==> src/rtl/cam_match_encoder_if.sv <==
// rtl/cam_match_encoder_if.sv - match-vector and result stream bundle for cam_match_encoder
// Purpose: groups the match-vector input handshake and the result-queue output handshake.
// Signals:
//    ml_valid / ml_ready / ml                        : match-line vector stream (master -> slave)
//    res_valid / res_ready / res_hit/addr/multi      : result stream (slave -> master)
// Modports: master = CAM array / consumer side, slave = encoder.
interface cam_match_encoder_if #(
   parameter int N_WORDS = 4,
   parameter int AW      = 2
);
   logic               ml_valid;
   logic               ml_ready;
   logic [N_WORDS-1:0] ml;
   logic               res_valid;
   logic               res_ready;
   logic               res_hit;
   logic [AW-1:0]      res_addr;
   logic               res_multi;

   modport master (
      output ml_valid, ml, res_ready,
      input  ml_ready, res_valid, res_hit, res_addr, res_multi
   );

   modport slave (
      input  ml_valid, ml, res_ready,
      output ml_ready, res_valid, res_hit, res_addr, res_multi
   );
endinterface

==> src/rtl/cam_match_encoder.sv <==
// rtl/cam_match_encoder.sv - CAM match-line priority encoder with result FIFO
// Purpose: encodes an accepted match-line vector into {hit, lowest matching addr, multi}
//          and queues it in a DEPTH-entry FIFO for a downstream consumer.
// Ports:
//    clk      : sole clock, rising edge
//    rst_n    : synchronous active-low reset
//    bus      : cam_match_encoder_if.slave (match-vector in, result out)
//    hit_cnt  : saturating count of accepted vectors with a hit
//    miss_cnt : saturating count of accepted vectors without a hit
// Option: define CAM_HIT_STATS_EN to enable hit/miss counters; otherwise they read 0.
module cam_match_encoder #(
   parameter int N_WORDS = 4,
   parameter int AW      = 2,
   parameter int DEPTH   = 2
) (
   input  logic                 clk,
   input  logic                 rst_n,
   cam_match_encoder_if.slave   bus,
   output logic [7:0]           hit_cnt,
   output logic [7:0]           miss_cnt
);
   localparam int PW = $clog2(DEPTH);
   localparam int CW = $clog2(DEPTH + 1);
   localparam int EW = AW + 2;

   logic [EW-1:0] r_mem [DEPTH];
   logic [PW-1:0] r_wr;
   logic [PW-1:0] r_rd;
   logic [CW-1:0] r_count;

   logic          w_hit;
   logic [AW-1:0] w_addr;
   logic          w_multi;
   logic [EW-1:0] w_entry;
   logic [EW-1:0] w_head;
   logic          w_push;
   logic          w_pop;
   logic          w_nonempty;

   // Priority encode: scanning downward lets the lowest matching index win.
   always_comb begin
      w_addr = '0;
      for (int i = N_WORDS - 1; i >= 0; i--) begin
         if (bus.ml[i]) w_addr = AW'(i);
      end
   end

   assign w_hit   = |bus.ml;
   // Clearing the lowest set bit leaves something only if two or more bits were set.
   assign w_multi = |(bus.ml & (bus.ml - N_WORDS'(1)));
   assign w_entry = {w_hit, w_addr, w_multi};

   // Ready depends only on registered occupancy, never on this cycle's inputs.
   assign bus.ml_ready = (r_count < CW'(DEPTH));
   assign w_nonempty   = (r_count != '0);
   assign w_push       = bus.ml_valid & bus.ml_ready;
   assign w_pop        = w_nonempty & bus.res_ready;

   assign w_head        = r_mem[r_rd];
   assign bus.res_valid = w_nonempty;
   assign bus.res_hit   = w_nonempty & w_head[EW-1];
   assign bus.res_addr  = w_nonempty ? w_head[AW:1] : '0;
   assign bus.res_multi = w_nonempty & w_head[0];

   always_ff @(posedge clk) begin
      if (rst_n && w_push) r_mem[r_wr] <= w_entry;
   end

   always_ff @(posedge clk) begin
      if (!rst_n) begin
         r_wr    <= '0;
         r_rd    <= '0;
         r_count <= '0;
      end else begin
         if (w_push) r_wr <= (r_wr == PW'(DEPTH - 1)) ? '0 : r_wr + PW'(1);
         if (w_pop)  r_rd <= (r_rd == PW'(DEPTH - 1)) ? '0 : r_rd + PW'(1);
         case ({w_push, w_pop})
            2'b10:   r_count <= r_count + CW'(1);
            2'b01:   r_count <= r_count - CW'(1);
            default: r_count <= r_count;
         endcase
      end
   end

`ifdef CAM_HIT_STATS_EN
   logic [7:0] r_hit_cnt;
   logic [7:0] r_miss_cnt;

   always_ff @(posedge clk) begin
      if (!rst_n) begin
         r_hit_cnt  <= '0;
         r_miss_cnt <= '0;
      end else if (w_push) begin
         if (w_hit) begin
            if (r_hit_cnt != 8'hFF) r_hit_cnt <= r_hit_cnt + 8'd1;
         end else begin
            if (r_miss_cnt != 8'hFF) r_miss_cnt <= r_miss_cnt + 8'd1;
         end
      end
   end

   assign hit_cnt  = r_hit_cnt;
   assign miss_cnt = r_miss_cnt;
`else
   assign hit_cnt  = '0;
   assign miss_cnt = '0;
`endif
endmodule

==> src/flat_wrapper.sv <==
// flat-port wrapper written by rule: the top's interface ports become plain ports
module cam_match_encoder_flat 
#(
   parameter int N_WORDS = 4,
   parameter int AW      = 2,
   parameter int DEPTH   = 2
)
  (clk, rst_n, hit_cnt, miss_cnt, bus_ml_valid, bus_ml, bus_res_ready, bus_ml_ready, bus_res_valid, bus_res_hit, bus_res_addr, bus_res_multi);
  cam_match_encoder_if #(.N_WORDS(N_WORDS), .AW(AW)) bus_i ();
  input  logic clk;
  input  logic rst_n;
  output logic [7:0] hit_cnt;
  output logic [7:0] miss_cnt;
  input wire logic [$bits(bus_i.ml_valid)-1:0] bus_ml_valid;
  input wire logic [$bits(bus_i.ml)-1:0] bus_ml;
  input wire logic [$bits(bus_i.res_ready)-1:0] bus_res_ready;
  output wire logic [$bits(bus_i.ml_ready)-1:0] bus_ml_ready;
  output wire logic [$bits(bus_i.res_valid)-1:0] bus_res_valid;
  output wire logic [$bits(bus_i.res_hit)-1:0] bus_res_hit;
  output wire logic [$bits(bus_i.res_addr)-1:0] bus_res_addr;
  output wire logic [$bits(bus_i.res_multi)-1:0] bus_res_multi;
  assign bus_i.ml_valid = bus_ml_valid;
  assign bus_i.ml = bus_ml;
  assign bus_i.res_ready = bus_res_ready;
  assign bus_ml_ready = bus_i.ml_ready;
  assign bus_res_valid = bus_i.res_valid;
  assign bus_res_hit = bus_i.res_hit;
  assign bus_res_addr = bus_i.res_addr;
  assign bus_res_multi = bus_i.res_multi;
  cam_match_encoder #(.N_WORDS(N_WORDS), .AW(AW), .DEPTH(DEPTH)) u_core (.clk(clk), .rst_n(rst_n), .bus(bus_i), .hit_cnt(hit_cnt), .miss_cnt(miss_cnt));
endmodule
==> config.mk <==
export PLATFORM = sky130hd
export DESIGN_NAME = cam_match_encoder_flat
export DESIGN_NICKNAME = d
export VERILOG_FILES = /design/src/rtl/cam_match_encoder_if.sv /design/src/rtl/cam_match_encoder.sv /design/src/flat_wrapper.sv
export SDC_FILE = /design/constraint.sdc
export NUM_CORES = 1
export LEC_CHECK = 0
export CORE_MARGIN = 2
export CORE_UTILIZATION = 23
export DETAILED_ROUTE_END_ITERATION = 8
export MAX_ROUTING_LAYER = met4
export SLEW_MARGIN = 0
export SYNTH_ARGS = -nofsm -noshare
export SYNTH_HDL_FRONTEND = slang
export SYNTH_SLANG_ARGS = --single-unit
==> constraint.sdc <==
create_clock -name clk -period 1.6 [get_ports clk]
set_clock_uncertainty 0.05 [all_clocks]
set_input_delay 0.16 -clock clk [delete_from_list [all_inputs] [get_ports clk]]
set_output_delay 0.16 -clock clk [all_outputs]
set_load 0.02 [all_outputs]
==> results.cfg <==
[outcome]
outcome = finished clean

[critical_path]
criticalPathCategory = reg2out
worst-path-buf-inv = 2
crit_path_top_delay_cell = dfxtp_2
arrival_ns = 1.29
crit_chain = nor2_1, buf_4, nor2_1, dlygate4sd2_1
worstPathMaxFanout = 6
end_kind = output port
slowest_delay_ns = 0.39
path_common_cell = nor2_1
crit_family = buffers and inverters
cp-start-kind = register
critPathRequiredTime_ns = 1.39

[die]
die_y_um = 59.4
initial_utilization_pct = 23.7
die_area_um2 = 3530
io_pins = 30
coreArea_um2 = 2980
rows = 20
dieWidth_um = 59.4

[finish]
design_area_um2 = 903
n_antenna_cell = 0
drive_above_1_share_pct = 18.5
n_fill_cell = 307
multiInputGateArea_um2 = 298
syn_to_final_growth_pct = 28.0
fin_nets = 102
register_area_um2 = 344

[drt]
met1_length_um = 382
drtIter0Drc = 5
via_per_inst = 3.85
drc = 0
wl_per_cell_um = 8.02
wl_met2_um = 488
route.met3.wl_um = 89
ant_nets = 0
vias = 481
dr.pass1.iters = 4
maxUsedRoutingLayer = met4
wirelength_um = 1000

[grt]
grt_first_pass_wirelength_um = 1640
overflow = 0
grt_pass1_vias = 423
grt_usage_pct = 6.92
grt_max_degree = 8
antenna_found_initial = 0

[pwr]
power_density_nw_per_um2 = 1500
finalPower_mw = 1.35
netSwitchingPower_mw = 0.502
switching_share_pct = 37.0
p_seq_share_pct = 37.4
clkPwrFrac_pct = 14.2
internal_power_mw = 0.853
power_leakage_nw = 0.381
combPwrFrac_pct = 48.4
irDropWorstVdd_mv = 0.292

[clocking]
clockBufferDepth = 2
cts-root-buf = clkbuf_4
cts_buffers = 3
worstSkewPairLatency_ns = 0.28
htree_levels = 1
post_cts.repair.setup_buffers = 0
cts_tree = built
clock-sinks = 13
clkTransAtPathRegs_ns = 0.07
cts_hold_buf = 0

[place]
dp_hpwl_um = 844
portBuffers = 13
gp_congestion = 0.643
placed_area_um2 = 862

[synth]
synth_area_um2 = 706
synth_seq_cells = 13
synth_xor_area_share_pct = 4.96
yosys.area_share.simple_pct = 13.3
synth_mux_area_share_pct = 5.67
avgSynthCellArea_um2 = 10.1
synth_compound_area_share_pct = 5.32
synth_top_family_by_area = buffers and inverters
synthDistinctLibCells = 22
ys_warn_count = 0
syn_inst = 70
synth_adder_area_share_pct = 1.77
synth-seq-area-share_pct = 48.2

[timing]
setup_viol = 0
rsz0062_at_grt = no
timing.fmax_ghz = 0.665
finalMaxSlewViolations = 0
finalHoldViolCount = 0
whs_ns = 0.490
post-route-period-util_pct = 93.9
period_needed_ns = 1.50

[job]
cap_violations = 0

[hold_path]
hp-class = reg2reg
==> sequential cells by signal, summed over array words and instances (netlist names), named ones only <==
signal	flops
u_core.r_wr	1
u_core.r_mem	8
u_core.r_count	2
u_core.r_rd	1
==> path summary, 6_finish.rpt <==
check	start	to	slack, ns	depth (start not counted)
worst max register to register	u_core.r_count[0]$_SDFFE_PN0P_	u_core.r_count[1]$_SDFFE_PN0P_	0.14	6
worst min register to register	u_core.r_count[1]$_SDFFE_PN0P_	u_core.r_count[1]$_SDFFE_PN0P_	0.49	2
worst min-delay path	u_core.r_count[1]$_SDFFE_PN0P_	u_core.r_count[1]$_SDFFE_PN0P_	0.49	2
worst max-delay path	u_core.r_count[1]$_SDFFE_PN0P_	bus_res_addr[0]	0.1	4
==> through the flow <==
stage	TNS [ns]	util [%]	instances	setup slack (ns)
6_report	0	30.3	125	0.0970
5_1_grt	0	30.3	125	0.00221
4_1_cts	0	29.6	125	0.00308
3_3_place_gp	-0.0960	28.9	121	-0.0960
2_1_floorplan	0	-	85	0.0657
3_5_place_dp	-0.206	28.9	121	-0.206
==> power by group through the flow <==
stage	registers [mW]	clock network [mW]	logic, mW
floorplan	0.474	0	0.442
finish	0.506	0.193	0.655
global placement	0.497	0	0.669
detailed placement	0.501	0	0.687
global route	0.517	0.224	0.727
CTS	0.494	0.202	0.638
==> cell families after synthesis <==
group / count (synthesis)
adders and majority gates: 1
and+or+nand+nor: 19
xor gates and xnor gates: 4
muxes: 4
other: 1
DFF: 13
AOI/OAI and AO/OA: 6
buffers and inverters: 22
==> worst reg2reg max path, delay by kind of cell, from the launching register on <==
kind,cells,cell delay [ns]
buf+inv,1,0.09
flops,1,0.35
compound gates,2,0.29
fa+ha+maj,1,0.16
xor+xnor,1,0.13
simple gates,1,0.32
==> repair_timing <==
action | 4_1_cts | 5_1_grt
gates resized for setup | 6 | 10
setup endpoints to repair | 6 | 5
pin swaps | 1 | 1
==> cells in the final DEF (no fill, tap or decap), drive strengths merged, types with 4 or more instances in the layout <==
master / Yosys / routed
conb: 1 / 16
edfxtp: 8 / 8
nor2: 9 / 9
mux2i: 4 / 4
and2: 4 / 4
dfxtp: 5 / 5
inv: 5 / 5
buf: 16 / 7
clkdlybuf4s50: 0 / 8
clkbuf: 1 / 5
==> cells in the mapped netlist <==
| master | count | share of area [%] |
|---|---|---|
| nor2_1 | 9 | 4.8 |
| clkbuf_1 | 1 | 0.53 |
| inv_1 | 5 | 2.7 |
| o21ai_0 | 2 | 1.4 |
| nor2b_1 | 1 | 0.89 |
| and2_1 | 4 | 3.5 |
| mux2i_1 | 4 | 5.7 |
| xor2_1 | 1 | 1.2 |
| and3_1 | 1 | 0.89 |
| or4_1 | 1 | 1.1 |
| edfxtp_1 | 8 | 34 |
| or3_1 | 1 | 0.89 |
| xnor2_1 | 3 | 3.7 |
| a211oi_1 | 2 | 2.1 |
| nor3_1 | 1 | 0.71 |
| a21boi_1 | 1 | 1.1 |
| ha_1 | 1 | 1.8 |
| nand2_1 | 1 | 0.53 |
| dfxtp_1 | 5 | 14 |
| a21oi_1 | 1 | 0.71 |
| buf_4 | 16 | 17 |
| conb_1 | 1 | 0.53 |
==> layer usage <==
metal | vias up | GRT usage (%)
met5 | - | -
met4 | 0 | 6.82
met3 | 4 | 3.06
met2 | 21 | 10.8
met1 | 212 | 5.97
li1 | 244 | -
==> final cells by class <==
type | instances | share of cell area (%)
Tap cell | 33 | 4.57
Multi-Input combinational cell | 50 | 33.0
Inverter | 5 | 2.08
Clock buffer | 4 | 2.91
Timing Repair Buffer | 20 | 19.4
Sequential cell | 13 | 38.1
Note: power is estimated with default switching activity, not from simulation.
